File: config.mk
export PLATFORM = sky130hd
export DESIGN_NAME = seg_scan_arbiter_flat
export DESIGN_NICKNAME = d
export VERILOG_FILES = /design/src/rtl/seg_pkg.sv /design/src/rtl/seg_scan_arbiter_if.sv /design/src/rtl/scan_tick_gen.sv /design/src/rtl/seg_scan_arbiter.sv /design/src/flat_wrapper.sv
export SDC_FILE = /design/constraint.sdc
export NUM_CORES = 1
export LEC_CHECK = 0
export ABC_AREA = 1
export BUFFER_PORTS_ARGS = -buffer_cell sky130_fd_sc_hd__buf_2
export CAP_MARGIN = 20
export CORE_MARGIN = 2
export CORE_UTILIZATION = 30
export CTS_BUF_LIST = sky130_fd_sc_hd__clkbuf_8
export DETAILED_ROUTE_END_ITERATION = 12
export SLEW_MARGIN = 5
export SYNTH_ARGS = -nofsm -noshare
export SYNTH_HDL_FRONTEND = slang
export SYNTH_SLANG_ARGS = --single-unit
File: constraint.sdc
create_clock -name clk_i -period 7.4 [get_ports clk_i]
set_input_delay 1.48 -clock clk_i [delete_from_list [all_inputs] [get_ports clk_i]]
set_output_delay 1.48 -clock clk_i [all_outputs]
set_load 0.02 [all_outputs]
File: src/rtl/seg_pkg.sv
// rtl/seg_pkg.sv - shared arbiter state, owner ids and hex-to-segment table
package seg_pkg;

    typedef enum logic [1:0] {
        ARB_IDLE  = 2'd0,
        ARB_OWN_A = 2'd1,
        ARB_OWN_B = 2'd2
    } arb_state_e;

    localparam logic OWNER_A = 1'b0;
    localparam logic OWNER_B = 1'b1;

    // gfedcba, active-high; consumed by the combinational decoder after this block
    localparam logic [15:0][6:0] HEX_SEG = {
        7'h71, 7'h79, 7'h5E, 7'h39, 7'h7C, 7'h77, 7'h6F, 7'h7F,
        7'h07, 7'h7D, 7'h6D, 7'h66, 7'h4F, 7'h5B, 7'h06, 7'h3F
    };

    function automatic logic [6:0] hex_to_seg(input logic [3:0] nib);
        return HEX_SEG[nib];
    endfunction

endpackage

File: src/rtl/seg_scan_arbiter_if.sv
// rtl/seg_scan_arbiter_if.sv - requester, grant and scan-output bundle
interface seg_scan_arbiter_if #(
    parameter int DIGITS = 4
);
    logic                  req_a_i;
    logic                  req_b_i;
    logic [4*DIGITS-1:0]   data_a_i;
    logic [4*DIGITS-1:0]   data_b_i;
    logic [DIGITS-1:0]     dp_a_i;
    logic [DIGITS-1:0]     dp_b_i;
    logic                  gnt_a_o;
    logic                  gnt_b_o;
    logic [DIGITS-1:0]     seg_cs_o;
    logic [3:0]            nibble_o;
    logic                  dp_o;
    logic                  frame_done_o;

    modport slave (
        input  req_a_i, req_b_i, data_a_i, data_b_i, dp_a_i, dp_b_i,
        output gnt_a_o, gnt_b_o, seg_cs_o, nibble_o, dp_o, frame_done_o
    );

    modport master (
        output req_a_i, req_b_i, data_a_i, data_b_i, dp_a_i, dp_b_i,
        input  gnt_a_o, gnt_b_o, seg_cs_o, nibble_o, dp_o, frame_done_o
    );
endinterface

File: src/rtl/scan_tick_gen.sv
// rtl/scan_tick_gen.sv - digit-rate tick and per-slot dead-time flag
// SEG_BLANK_EN enables the BLANK_CYC dead-time window; otherwise blank_o stays low.
module scan_tick_gen #(
    parameter int TICK_DIV  = 10,
    parameter int BLANK_CYC = 3
) (
    input  logic clk_i,
    input  logic rst_n_i,
    output logic tick_o,
    output logic blank_o
);
`ifdef SEG_BLANK_EN
    localparam int BLANK_LEN = BLANK_CYC;
`else
    localparam int BLANK_LEN = BLANK_CYC * 0;
`endif
    localparam int CW = (TICK_DIV > 1) ? $clog2(TICK_DIV) : 1;

    logic [CW-1:0] r_cnt;
    logic          r_blank;
    logic          w_tick;

    assign w_tick  = (r_cnt == CW'(TICK_DIV - 1));
    assign tick_o  = w_tick;
    assign blank_o = r_blank;

    // The window opens on the tick edge and covers count values 0..BLANK_LEN-1
    always_ff @(posedge clk_i or negedge rst_n_i) begin
        if (!rst_n_i) begin
            r_cnt   <= '0;
            r_blank <= 1'b0;
        end else begin
            r_cnt <= w_tick ? '0 : r_cnt + CW'(1);
            if (w_tick)
                r_blank <= (BLANK_LEN != 0);
            else if (r_cnt == CW'(BLANK_LEN - 1))
                r_blank <= 1'b0;
        end
    end
endmodule

File: src/rtl/seg_scan_arbiter.sv
// rtl/seg_scan_arbiter.sv - round-robin display arbiter and 7-seg digit scanner
// Optional anti-ghosting dead time via SEG_BLANK_EN (implemented in scan_tick_gen).
module seg_scan_arbiter
    import seg_pkg::*;
#(
    parameter int CLK_HZ      = 100_000_000,
    parameter int SCAN_HZ     = 1000,
    parameter int DIGITS      = 4,
    parameter int HOLD_FRAMES = 250,
    parameter int BLANK_CYC   = 16
) (
    input  logic              clk_i,
    input  logic              rst_n_i,
    seg_scan_arbiter_if.slave bus
);
    localparam int TICK_DIV = CLK_HZ / SCAN_HZ;
    localparam int IW       = $clog2(DIGITS);
    localparam int HW       = $clog2(HOLD_FRAMES + 1);

    localparam logic [1:0] S_IDLE  = ARB_IDLE;
    localparam logic [1:0] S_OWN_A = ARB_OWN_A;
    localparam logic [1:0] S_OWN_B = ARB_OWN_B;

    logic              w_tick, w_blank, w_bound, w_dp;
    logic [IW-1:0]     w_idx_nxt;
    logic [HW-1:0]     w_hold_inc;
    logic [1:0]        w_state_nxt;
    logic [4*DIGITS-1:0] w_data;
    logic [DIGITS-1:0] w_dps;
    logic [3:0]        w_nib;

    logic [1:0]        r_state;
    logic              r_last;
    logic [IW-1:0]     r_idx;
    logic [HW-1:0]     r_hold;
    logic [DIGITS-1:0] r_cs;
    logic [3:0]        r_nib;
    logic              r_dp, r_fd;

    scan_tick_gen #(
        .TICK_DIV  (TICK_DIV),
        .BLANK_CYC (BLANK_CYC)
    ) u_tick (
        .clk_i   (clk_i),
        .rst_n_i (rst_n_i),
        .tick_o  (w_tick),
        .blank_o (w_blank)
    );

    assign w_bound    = w_tick && (r_idx == IW'(DIGITS - 1));
    assign w_idx_nxt  = w_bound ? '0 : r_idx + IW'(1);
    assign w_hold_inc = (r_hold == HW'(HOLD_FRAMES)) ? r_hold : r_hold + HW'(1);

    // Hold is judged on the frame count including the frame ending now,
    // so an owner under contention keeps exactly HOLD_FRAMES full frames.
    always_comb begin
        w_state_nxt = r_state;
        if (w_bound) begin
            case (r_state)
                S_IDLE: begin
                    if (bus.req_a_i && bus.req_b_i)
                        w_state_nxt = (r_last == OWNER_B) ? S_OWN_A : S_OWN_B;
                    else if (bus.req_a_i)
                        w_state_nxt = S_OWN_A;
                    else if (bus.req_b_i)
                        w_state_nxt = S_OWN_B;
                end
                S_OWN_A: begin
                    if (bus.req_b_i && (w_hold_inc >= HW'(HOLD_FRAMES) || !bus.req_a_i))
                        w_state_nxt = S_OWN_B;
                    else if (!bus.req_a_i && !bus.req_b_i)
                        w_state_nxt = S_IDLE;
                end
                S_OWN_B: begin
                    if (bus.req_a_i && (w_hold_inc >= HW'(HOLD_FRAMES) || !bus.req_b_i))
                        w_state_nxt = S_OWN_A;
                    else if (!bus.req_a_i && !bus.req_b_i)
                        w_state_nxt = S_IDLE;
                end
                default: w_state_nxt = S_IDLE;
            endcase
        end
    end

    assign w_data = (w_state_nxt == S_OWN_B) ? bus.data_b_i : bus.data_a_i;
    assign w_dps  = (w_state_nxt == S_OWN_B) ? bus.dp_b_i   : bus.dp_a_i;

    always_comb begin
        w_nib = '0;
        w_dp  = 1'b0;
        for (int d = 0; d < DIGITS; d++) begin
            if (w_idx_nxt == IW'(d)) begin
                w_nib = w_data[4*d +: 4];
                w_dp  = w_dps[d];
            end
        end
    end

    always_ff @(posedge clk_i or negedge rst_n_i) begin
        if (!rst_n_i) begin
            r_state <= S_IDLE;
            r_last  <= OWNER_B;
            r_idx   <= '0;
            r_hold  <= '0;
            r_cs    <= '0;
            r_nib   <= '0;
            r_dp    <= 1'b0;
            r_fd    <= 1'b0;
        end else begin
            r_fd <= w_bound;
            if (w_tick) begin
                r_idx <= w_idx_nxt;
                if (w_state_nxt == S_IDLE) begin
                    r_cs  <= '0;
                    r_nib <= '0;
                    r_dp  <= 1'b0;
                end else begin
                    r_cs  <= DIGITS'(1) << w_idx_nxt;
                    r_nib <= w_nib;
                    r_dp  <= w_dp;
                end
            end
            if (w_bound) begin
                r_state <= w_state_nxt;
                if (w_state_nxt != r_state)
                    r_hold <= '0;
                else if (r_state != S_IDLE)
                    r_hold <= w_hold_inc;
                if (w_state_nxt == S_OWN_A)
                    r_last <= OWNER_A;
                else if (w_state_nxt == S_OWN_B)
                    r_last <= OWNER_B;
            end
        end
    end

    assign bus.gnt_a_o      = (r_state == S_OWN_A);
    assign bus.gnt_b_o      = (r_state == S_OWN_B);
    assign bus.seg_cs_o     = r_cs & {DIGITS{~w_blank}};
    assign bus.nibble_o     = r_nib;
    assign bus.dp_o         = r_dp;
    assign bus.frame_done_o = r_fd;
endmodule

File: src/flat_wrapper.sv
// flat-port wrapper written by rule: the top's interface ports become plain ports
module seg_scan_arbiter_flat import seg_pkg::*;
#(
    parameter int CLK_HZ      = 100_000_000,
    parameter int SCAN_HZ     = 1000,
    parameter int DIGITS      = 4,
    parameter int HOLD_FRAMES = 250,
    parameter int BLANK_CYC   = 16
)
  (clk_i, rst_n_i, bus_req_a_i, bus_req_b_i, bus_data_a_i, bus_data_b_i, bus_dp_a_i, bus_dp_b_i, bus_gnt_a_o, bus_gnt_b_o, bus_seg_cs_o, bus_nibble_o, bus_dp_o, bus_frame_done_o);
  seg_scan_arbiter_if #(.DIGITS(DIGITS)) bus_i ();
  input  logic clk_i;
  input  logic rst_n_i;
  input wire logic [$bits(bus_i.req_a_i)-1:0] bus_req_a_i;
  input wire logic [$bits(bus_i.req_b_i)-1:0] bus_req_b_i;
  input wire logic [$bits(bus_i.data_a_i)-1:0] bus_data_a_i;
  input wire logic [$bits(bus_i.data_b_i)-1:0] bus_data_b_i;
  input wire logic [$bits(bus_i.dp_a_i)-1:0] bus_dp_a_i;
  input wire logic [$bits(bus_i.dp_b_i)-1:0] bus_dp_b_i;
  output wire logic [$bits(bus_i.gnt_a_o)-1:0] bus_gnt_a_o;
  output wire logic [$bits(bus_i.gnt_b_o)-1:0] bus_gnt_b_o;
  output wire logic [$bits(bus_i.seg_cs_o)-1:0] bus_seg_cs_o;
  output wire logic [$bits(bus_i.nibble_o)-1:0] bus_nibble_o;
  output wire logic [$bits(bus_i.dp_o)-1:0] bus_dp_o;
  output wire logic [$bits(bus_i.frame_done_o)-1:0] bus_frame_done_o;
  assign bus_i.req_a_i = bus_req_a_i;
  assign bus_i.req_b_i = bus_req_b_i;
  assign bus_i.data_a_i = bus_data_a_i;
  assign bus_i.data_b_i = bus_data_b_i;
  assign bus_i.dp_a_i = bus_dp_a_i;
  assign bus_i.dp_b_i = bus_dp_b_i;
  assign bus_gnt_a_o = bus_i.gnt_a_o;
  assign bus_gnt_b_o = bus_i.gnt_b_o;
  assign bus_seg_cs_o = bus_i.seg_cs_o;
  assign bus_nibble_o = bus_i.nibble_o;
  assign bus_dp_o = bus_i.dp_o;
  assign bus_frame_done_o = bus_i.frame_done_o;
  seg_scan_arbiter #(.CLK_HZ(CLK_HZ), .SCAN_HZ(SCAN_HZ), .DIGITS(DIGITS), .HOLD_FRAMES(HOLD_FRAMES), .BLANK_CYC(BLANK_CYC)) u_core (.clk_i(clk_i), .rst_n_i(rst_n_i), .bus(bus_i));
endmodule
==> load_flow_metrics.sql, run 1 <==
INSERT INTO impl_metrics (metric_group, metric, value, unit) VALUES
('final_layout', 'final-instance-count-excl-fill', '525', ''),
('drt', 'drtIter0Drc', '175', ''),
('drt', 'remaining_drc_errors', '0', ''),
('sta', 'finalMaxSlewViolations', '0', ''),
('run', 'cap_viol_max_count', '0', ''),
('clocking', 'number_of_buffers_inserted_during_clock_tree_synthesis', '5', ''),
('synthesis', 'yosys.area.top_type', 'dfrtp_1', ''),
('critical_path', 'max_stage_delay', '0.56', 'ns'),
('drt', 'first_pass_iters', '4', ''),
('sta', 'finalClockSkew', '0.007204', 'ns'),
('critical_path', 'worstSetupStartpointType', 'input pin', ''),
('floorplanning', 'core_area', '8593', 'µm²'),
('critical_path', 'crit_path_cell_trace', 'buf_2 > nor2_1 > inv_1 > nand2_1 > inv_1 > nand2_1 > nand3_1 > nand2_1 > o21ai_0 > inv_1 > ha_1 > inv_1 > nor2_1 > o21ai_0 > nand3_1 > o211ai_1 > a32o_1', ''),
('synthesis', 'syn-cell-area', '2613', 'µm²'),
('final_layout', 'final_net_count', '471', ''),
('drt', 'wl_per_cell', '12.01', 'µm'),
('clocking', 'cts_htree_levels', '2', ''),
('final_layout', 'fill_cells', '918', ''),
('place', 'postPlaceCellArea', '2997', 'µm²'),
('drt', 'ant_nets', '0', ''),
('global_routing', 'first_global_vias', '2347', ''),
('synthesis', 'yosys_warnings', '0', ''),
('drt', 'viasPerCell', '4.760', ''),
('critical_path', 'timing_worst_setup_path_type', 'input pin to flop', ''),
('clocking', 'cts.hold.buffers_added', '0', ''),
('synthesis', 'synth_nets', '414', ''),
('floorplanning', 'die_span_x', '97.32', 'µm'),
('clocking', 'clkSinkCount', '40', ''),
('global_routing', 'gr-total-overflow', '0', ''),
('place', 'detailedPlace.worstSlack', '3.240', 'ns'),
('synthesis', 'ys_seq_area_frac', '0.3836', ''),
('status', 'status', 'complete, no violations', ''),
('global_routing', 'groute.usage.overall', '0.1342', ''),
('worst_hold_path', 'hold_start', 'u_core.u_tick.r_cnt[0]', ''),
('final_layout', 'fin_util', '0.3601', ''),
('critical_path', 'critical_path.most_common_cell', 'inv_1', ''),
('place', 'portBuffers', '55', ''),
('clocking', 'clk_latency', '0.29', 'ns'),
('sta', 'highest_clock_rate', '0.2561', 'GHz'),
('final_layout', 'seqCellArea', '1002', 'µm²'),
('final_layout', 'antennaDiodeCount', '0', ''),
('critical_path', 'critical_path.n_buffers_inverters', '5', ''),
('critical_path', 'required', '7.58', 'ns'),
('place', 'placer_congestion_estimate', '0.9301', ''),
('sta', 'worst_slew_margin_rel', '0.4022', ''),
('synthesis', 'post_synth_inst_count', '359', ''),
('floorplanning', 'die-height', '97.32', 'µm'),
('final_layout', 'layout_cell_share_with_drive_strength_beyond_1', '0.1871', ''),
('final_layout', 'postLayoutCellArea', '3094', 'µm²'),
('critical_path', 'critical_path_arrival', '4.09', 'ns'),
('critical_path', 'highest_delay_cell_along_the_critical_path', 'ha_1', ''),
('critical_path', 'critical_path.reg2reg.startpoint', 'u_core.r_hold[0]', ''),
('floorplanning', 'initial_utilization', '0.3040', ''),
('sta', 'final_period_minus_worst_setup_slack', '3.905', 'ns'),
('sta', 'timing.final.crit_share', '0.5276', ''),
('clocking', 'root_buffer', 'clkbuf_8', ''),
('sta', 'report.final.hold_viol_count', '0', ''),
('power_and_ir_drop', 'worst_vdd_drop', '0.00006419', 'V'),
('sta', 'timing_worst_slew_pin_value', '0.8967', 'ns'),
('power_and_ir_drop', 'power_leakage', '1.579', 'nW'),
('sta', 'setup_violations', '0', ''),
('drt', 'drt-total-wl', '6307', 'µm'),
('global_routing', 'grt_pass1_wl', '10490', 'µm'),
('critical_path', 'critPathLaunch', 'bus_req_b_i', ''),
('place', 'dp_cells', '517', ''),
('place', 'detailed_place_hpwl', '4954', 'µm'),
('final_layout', 'areaGrowthSynthToFinish', '18.44', '%'),
('final_layout', 'multiInputGateArea', '1408', 'µm²'),
('clocking', 'clk_pin_slew', '0.08', 'ns'),
('synthesis', 'synth.ff_latch_count', '40', ''),
('clocking', 'post_cts.resized_instances', '0', '');
-- cell type report --
| cell class | count | area share |
|---|---|---|
| clock inverter | 2 | 0.004852 |
| sequential | 40 | 0.3239 |
| clock buffer | 6 | 0.02669 |
| tap | 108 | 0.04367 |
| inverter | 47 | 0.05702 |
| timing repair buffer | 55 | 0.08896 |
| multi-input combinational | 267 | 0.4549 |
-- routing by layer --
metal,global-route usage,wire (µm),vias up
met5,0,0,-
met4,0.04594,68,0
met3,0.02950,374,6
met2,0.2270,2950,81
met1,0.1701,2913,1120
li1,-,-,1292
-- cells by family after synthesis --
family          after synthesis  synth area share
simple gates                185            0.3180
compound gates               63            0.1413
buf+inv                      52           0.07758
flops                        40            0.3836
fa+ha+maj                    11           0.05268
xor+xnor                      8           0.02682
-- synthesized netlist by cell type (all sizes together) --
cell	instances
o21ai	37
xnor2	2
o21bai	1
o221ai	1
nor2	46
clkbuf	4
and2	1
o31ai	1
xor2	6
a22o	1
o211ai	5
dfrtp	39
a21oi	11
inv	47
nor4	3
a211oi	1
buf	1
ha	11
nand2	85
a32o	4
nand3b	1
nor3	6
or2	1
dfstp	1
nand4	6
o21a	1
nand3	36
-- placed cells by master (no fill, tap or decap), drive strengths merged --
master and n:
nand4 6, o21ai 37, o211ai 5, o31ai 1, clkbuf 6, inv 47
nand3 36, o21bai 1, nand2 85, a211oi 1, dfrtp 39, and2 1
buf 55, nand3b 1, nor4 3, nor3 6, o21a 1, a32o 4
o221ai 1, a21oi 11, xnor2 2, a22o 1, xor2 6, dfstp 1
ha 11, nor2 46, or2 1, clkinvlp 2
-- worst paths after layout --
kind | cells after the start | end | slack, ns
worst max-delay path | 17 | u_core.bus.nibble_o[1] | 3.50
worst min-delay path | 1 | u_core.u_tick.r_cnt[0] | 0.47
worst max register to register | 23 | u_core.bus.nibble_o[1] | 3.60
worst min register to register | 1 | u_core.u_tick.r_cnt[0] | 0.47
max in group asynchronous | 1 | u_core.r_hold[5] | 5.52
min in group asynchronous | 1 | u_core.bus.nibble_o[1] | 1.32
-- registers in the layout, summed over array words and instances (netlist names) --
register                 count
u_core.bus.dp_o              1
u_core.r_cs                  4
u_core.r_hold                8
u_core.u_tick.r_cnt         17
u_core.bus.nibble_o          4
u_core.r_idx                 2
u_core.r_last                1
u_core.r_state               2
u_core.bus.frame_done_o      1
-- where the power goes --
part	internal (mW)	total, mW	switching (mW)
clock network	0.0755	0.152	0.0769
registers	0.218	0.218	0
logic	0.0113	0.0236	0.0124
-- worst reg2reg max path: cells and delay by family, from the launching register on --
family | cells | cell delay [ns]
buffers and inverters | 4 | 0.67
flip-flops | 1 | 0.45
AO/OA/AOI/OAI | 4 | 0.58
AND/OR/NAND/NOR | 13 | 1.18
adder cells (fa/ha/maj) | 2 | 0.82
No activity file was read; power rests on OpenSTA's default activity.
==> run 2: changes to the inputs <==
==> constraint.sdc (replaced) <==
create_clock -name clk_i -period 3.3 [get_ports clk_i]
set_input_delay 0.66 -clock clk_i [delete_from_list [all_inputs] [get_ports clk_i]]
set_output_delay 0.66 -clock clk_i [all_outputs]
set_load 0.02 [all_outputs]
==> run 2 against run 1 <==
  * Clock skew is 0.0015 ns lower
  * Core utilization is 0.79 points higher
  * Critical endpoint is now u_core.bus.nibble_o[0]
  * Non-clock buffer count increased by 8
  * Clock power increased by 120%
  * Routed wire length shrank 3.9%
  * Final area increased by 2.2%
  * First-iteration DRC count fell by 27%
  * Sequential cell count unchanged
==> load_flow_metrics.sql, run 2 (same netlist as run 1, synthesis figures left out) <==
INSERT INTO impl_metrics (metric_group, metric, value, unit) VALUES
('drt', 'viasPerCell', '4.749', ''),
('clocking', 'clk_latency', '0.28', 'ns'),
('final_layout', 'antennaDiodeCount', '0', ''),
('power_and_ir_drop', 'swShare', '0.2198', ''),
('drt', 'drtIter0Drc', '128', ''),
('clocking', 'clkSinkCount', '40', ''),
('power_and_ir_drop', 'power.share.sequential', '0.562', ''),
('global_routing', 'gr-total-overflow', '0', ''),
('place', 'portBuffers', '55', ''),
('final_layout', 'fin_util', '0.3679', ''),
('critical_path', 'path_max_fanout', '20', ''),
('final_layout', 'areaGrowthSynthToFinish', '21.02', '%'),
('global_routing', 'grt_pass1_wl', '10610', 'µm'),
('drt', 'vias', '2531', ''),
('sta', 'report.final.hold_viol_count', '0', ''),
('power_and_ir_drop', 'combPwrFrac', '0.062', ''),
('run', 'cap_viol_max_count', '0', ''),
('drt', 'first_pass_iters', '4', ''),
('critical_path', 'critPathCaptureType', 'flop', ''),
('clocking', 'cts_tree', 'built', ''),
('global_routing', 'first_global_vias', '2353', ''),
('clocking', 'cts.hold.buffers_added', '0', ''),
('sta', 'timing.final.crit_share', '0.9229', ''),
('floorplanning', 'floorplan.io_pins', '56', ''),
('final_layout', 'largest_register_ff_count', '17', ''),
('sta', 'highest_clock_rate', '0.3284', 'GHz'),
('sta', 'setup_violations', '0', ''),
('clocking', 'cts_htree_levels', '2', ''),
('final_layout', 'multiInputGateArea', '1418', 'µm²'),
('final_layout', 'layout_common_cells', 'nand2_1 (82), buf_2 (55), inv_1 (45)', ''),
('clocking', 'root_buffer', 'clkbuf_8', ''),
('power_and_ir_drop', 'switchingPower', '191.5', 'µW'),
('critical_path', 'timing_worst_setup_path_type', 'flop to flop', ''),
('floorplanning', 'design.die.area', '9471', 'µm²'),
('power_and_ir_drop', 'worst_vdd_drop', '0.0001277', 'V'),
('sta', 'worst_slew_margin_rel', '0.4099', ''),
('power_and_ir_drop', 'power_leakage', '1.629', 'nW'),
('place', 'placer_congestion_estimate', '0.9231', ''),
('floorplanning', 'initial_utilization', '0.3040', ''),
('global_routing', 'initial_antenna_violation_count', '0', ''),
('global_routing', 'busiest_layer', 'met2', ''),
('final_layout', 'final_common_cell', 'nand2_1', ''),
('global_routing', 'pin_count_of_the_biggest_net_entering_global_routing', '41', ''),
('sta', 'finalClockSkew', '0.005717', 'ns'),
('place', 'detailed_place_hpwl', '4783', 'µm'),
('critical_path', 'required', '3.47', 'ns'),
('power_and_ir_drop', 'power', '871.2', 'µW'),
('critical_path', 'critical_path_arrival', '3.22', 'ns'),
('drt', 'remaining_drc_errors', '0', ''),
('global_routing', 'met2_usage', '0.2217', ''),
('drt', 'drt-total-wl', '6058', 'µm'),
('sta', 'final_period_minus_worst_setup_slack', '3.045', 'ns'),
('clocking', 'number_of_buffers_inserted_during_clock_tree_synthesis', '5', ''),
('floorplanning', 'core_area', '8593', 'µm²'),
('worst_hold_path', 'hold_class', 'flop to flop', ''),
('sta', 'finalMaxSlewViolations', '0', ''),
('final_layout', 'biggestRegsByFlops', 'u_core.u_tick.r_cnt x17, u_core.r_hold x8', ''),
('drt', 'wl_per_cell', '11.37', 'µm'),
('final_layout', 'layout_cell_share_with_drive_strength_beyond_1', '0.2118', ''),
('power_and_ir_drop', 'power.clock.fraction', '0.376', ''),
('power_and_ir_drop', 'power-per-cell-area', '275.5', 'nW/µm²'),
('floorplanning', 'fp-row-count', '34', ''),
('power_and_ir_drop', 'p_int', '679.7', 'µW'),
('final_layout', 'largest_register', 'u_core.u_tick.r_cnt', ''),
('final_layout', 'seqCellArea', '1003', 'µm²'),
('floorplanning', 'die_span_x', '97.32', 'µm'),
('global_routing', 'groute.usage.overall', '0.1319', ''),
('sta', 'timing_worst_slew_pin_value', '0.8851', 'ns'),
('critical_path', 'worstSetupStartpointType', 'flop', ''),
('clocking', 'clk_pin_slew', '0.08', 'ns'),
('global_routing', 'global_route.usage.met1', '0.1750', ''),
('drt', 'ant_nets', '0', ''),
('final_layout', 'final_net_count', '479', ''),
('global_routing', 'use_met3', '0.03381', ''),
('floorplanning', 'die-height', '97.32', 'µm'),
('clocking', 'cts-root-to-sink-buffers', '2', ''),
('status', 'status', 'complete, no violations', ''),
('final_layout', 'fill_cells', '925', '');
## run 2: cell count changes in the layout (fill, tap and decap cells not counted)
cell        previous run  this run
o21ai_1                8        12
dfrtp_1               39        38
clkinvlp_4             2         0
o21ai_0               29        24
nand2_1               83        82
o21ai_2                0         1
a21oi_1               10         9
buf_6                  0         1
inv_2                  2         4
a21oi_2                1         2
nand2_2                1         2
buf_4                  0         7
dfrtp_2                0         1
## run 2: repair_timing
action                                  in CTS  in global routing
endpoints found under the setup margin       0                  5
setup buffers                                0                  4
resized for setup                            0                 12
## run 2: final cells by class
cell class | instances | share of cell area
Multi-Input combinational cell | 267 | 0.4484
Sequential cell | 40 | 0.3174
Timing Repair Buffer | 63 | 0.1072
Inverter | 47 | 0.05580
Tap cell | 108 | 0.04274
Clock buffer | 6 | 0.02612
Clock inverter | 2 | 0.002374
## run 2: metrics by stage
stage / instances / hold WS, ns / instance area, µm² / TNS (ns) / setup slack (ns)
floorplan: 359 / 0.3644 / 2613 / 0 / 0.4351
global placement: 521 / 0.4497 / 3027 / 0 / 0.2554
detailed placement: 521 / 0.4695 / 3027 / 0 / 0.1517
CTS: 529 / 0.4801 / 3117 / 0 / 0.1499
global route: 533 / 0.5091 / 3162 / -0.03205 / -0.02563
finish: 533 / 0.4697 / 3162 / 0 / 0.2546
## run 2: power groups by stage
stage | combinational (mW) | clock, mW | sequential [mW]
6_report | 0.0542 | 0.327 | 0.490
4_1_cts | 0.0548 | 0.337 | 0.490
5_1_grt | 0.0629 | 0.359 | 0.490
3_5_place_dp | 0.0550 | 0 | 0.499
2_1_floorplan | 0.0146 | 0 | 0.500
3_3_place_gp | 0.0545 | 0 | 0.499
## run 2: path summary, 6_finish.rpt
kind                                                to                   start  slack (ns)  depth (start not counted)
worst max register to register  u_core.bus.nibble_o[0]        u_core.r_hold[0]        0.25                         22
worst max-delay path            u_core.bus.nibble_o[0]        u_core.r_hold[0]        0.25                         22
min in group asynchronous               u_core.r_cs[3]                 rst_n_i        0.49                          1
worst min register to register  u_core.u_tick.r_cnt[0]  u_core.u_tick.r_cnt[0]        0.47                          1
worst min-delay path            u_core.u_tick.r_cnt[0]  u_core.u_tick.r_cnt[0]        0.47                          1
max in group asynchronous             u_core.r_hold[0]                 rst_n_i        2.19                          1
## run 2: layer usage
| layer | part of all wire | vias up |
|---|---|---|
| met5 | 0 | - |
| met3 | 0.061 | 4 |
| met4 | 0.0089 | 0 |
| met2 | 0.46 | 83 |
| met1 | 0.47 | 1130 |
| li1 | - | 1314 |
## run 2: critical path, cell delays in order (launching register included)
cell and delay [ns]:
dfrtp_2 0.43, ha_1 0.23, nand2_1 0.10, inv_1 0.06, nand2_1 0.06, nand2_1 0.05, inv_1 0.06, nand3_1 0.06
nor2_1 0.11, nand2_1 0.09, nand2_2 0.08, nand3_1 0.09, nand3_1 0.12, nand2_1 0.12, o21ai_2 0.09, inv_1 0.08
ha_1 0.22, buf_6 0.17, o21ai_0 0.17, o21ai_0 0.10, nand3_1 0.10, o211ai_1 0.10, a32o_1 0.26
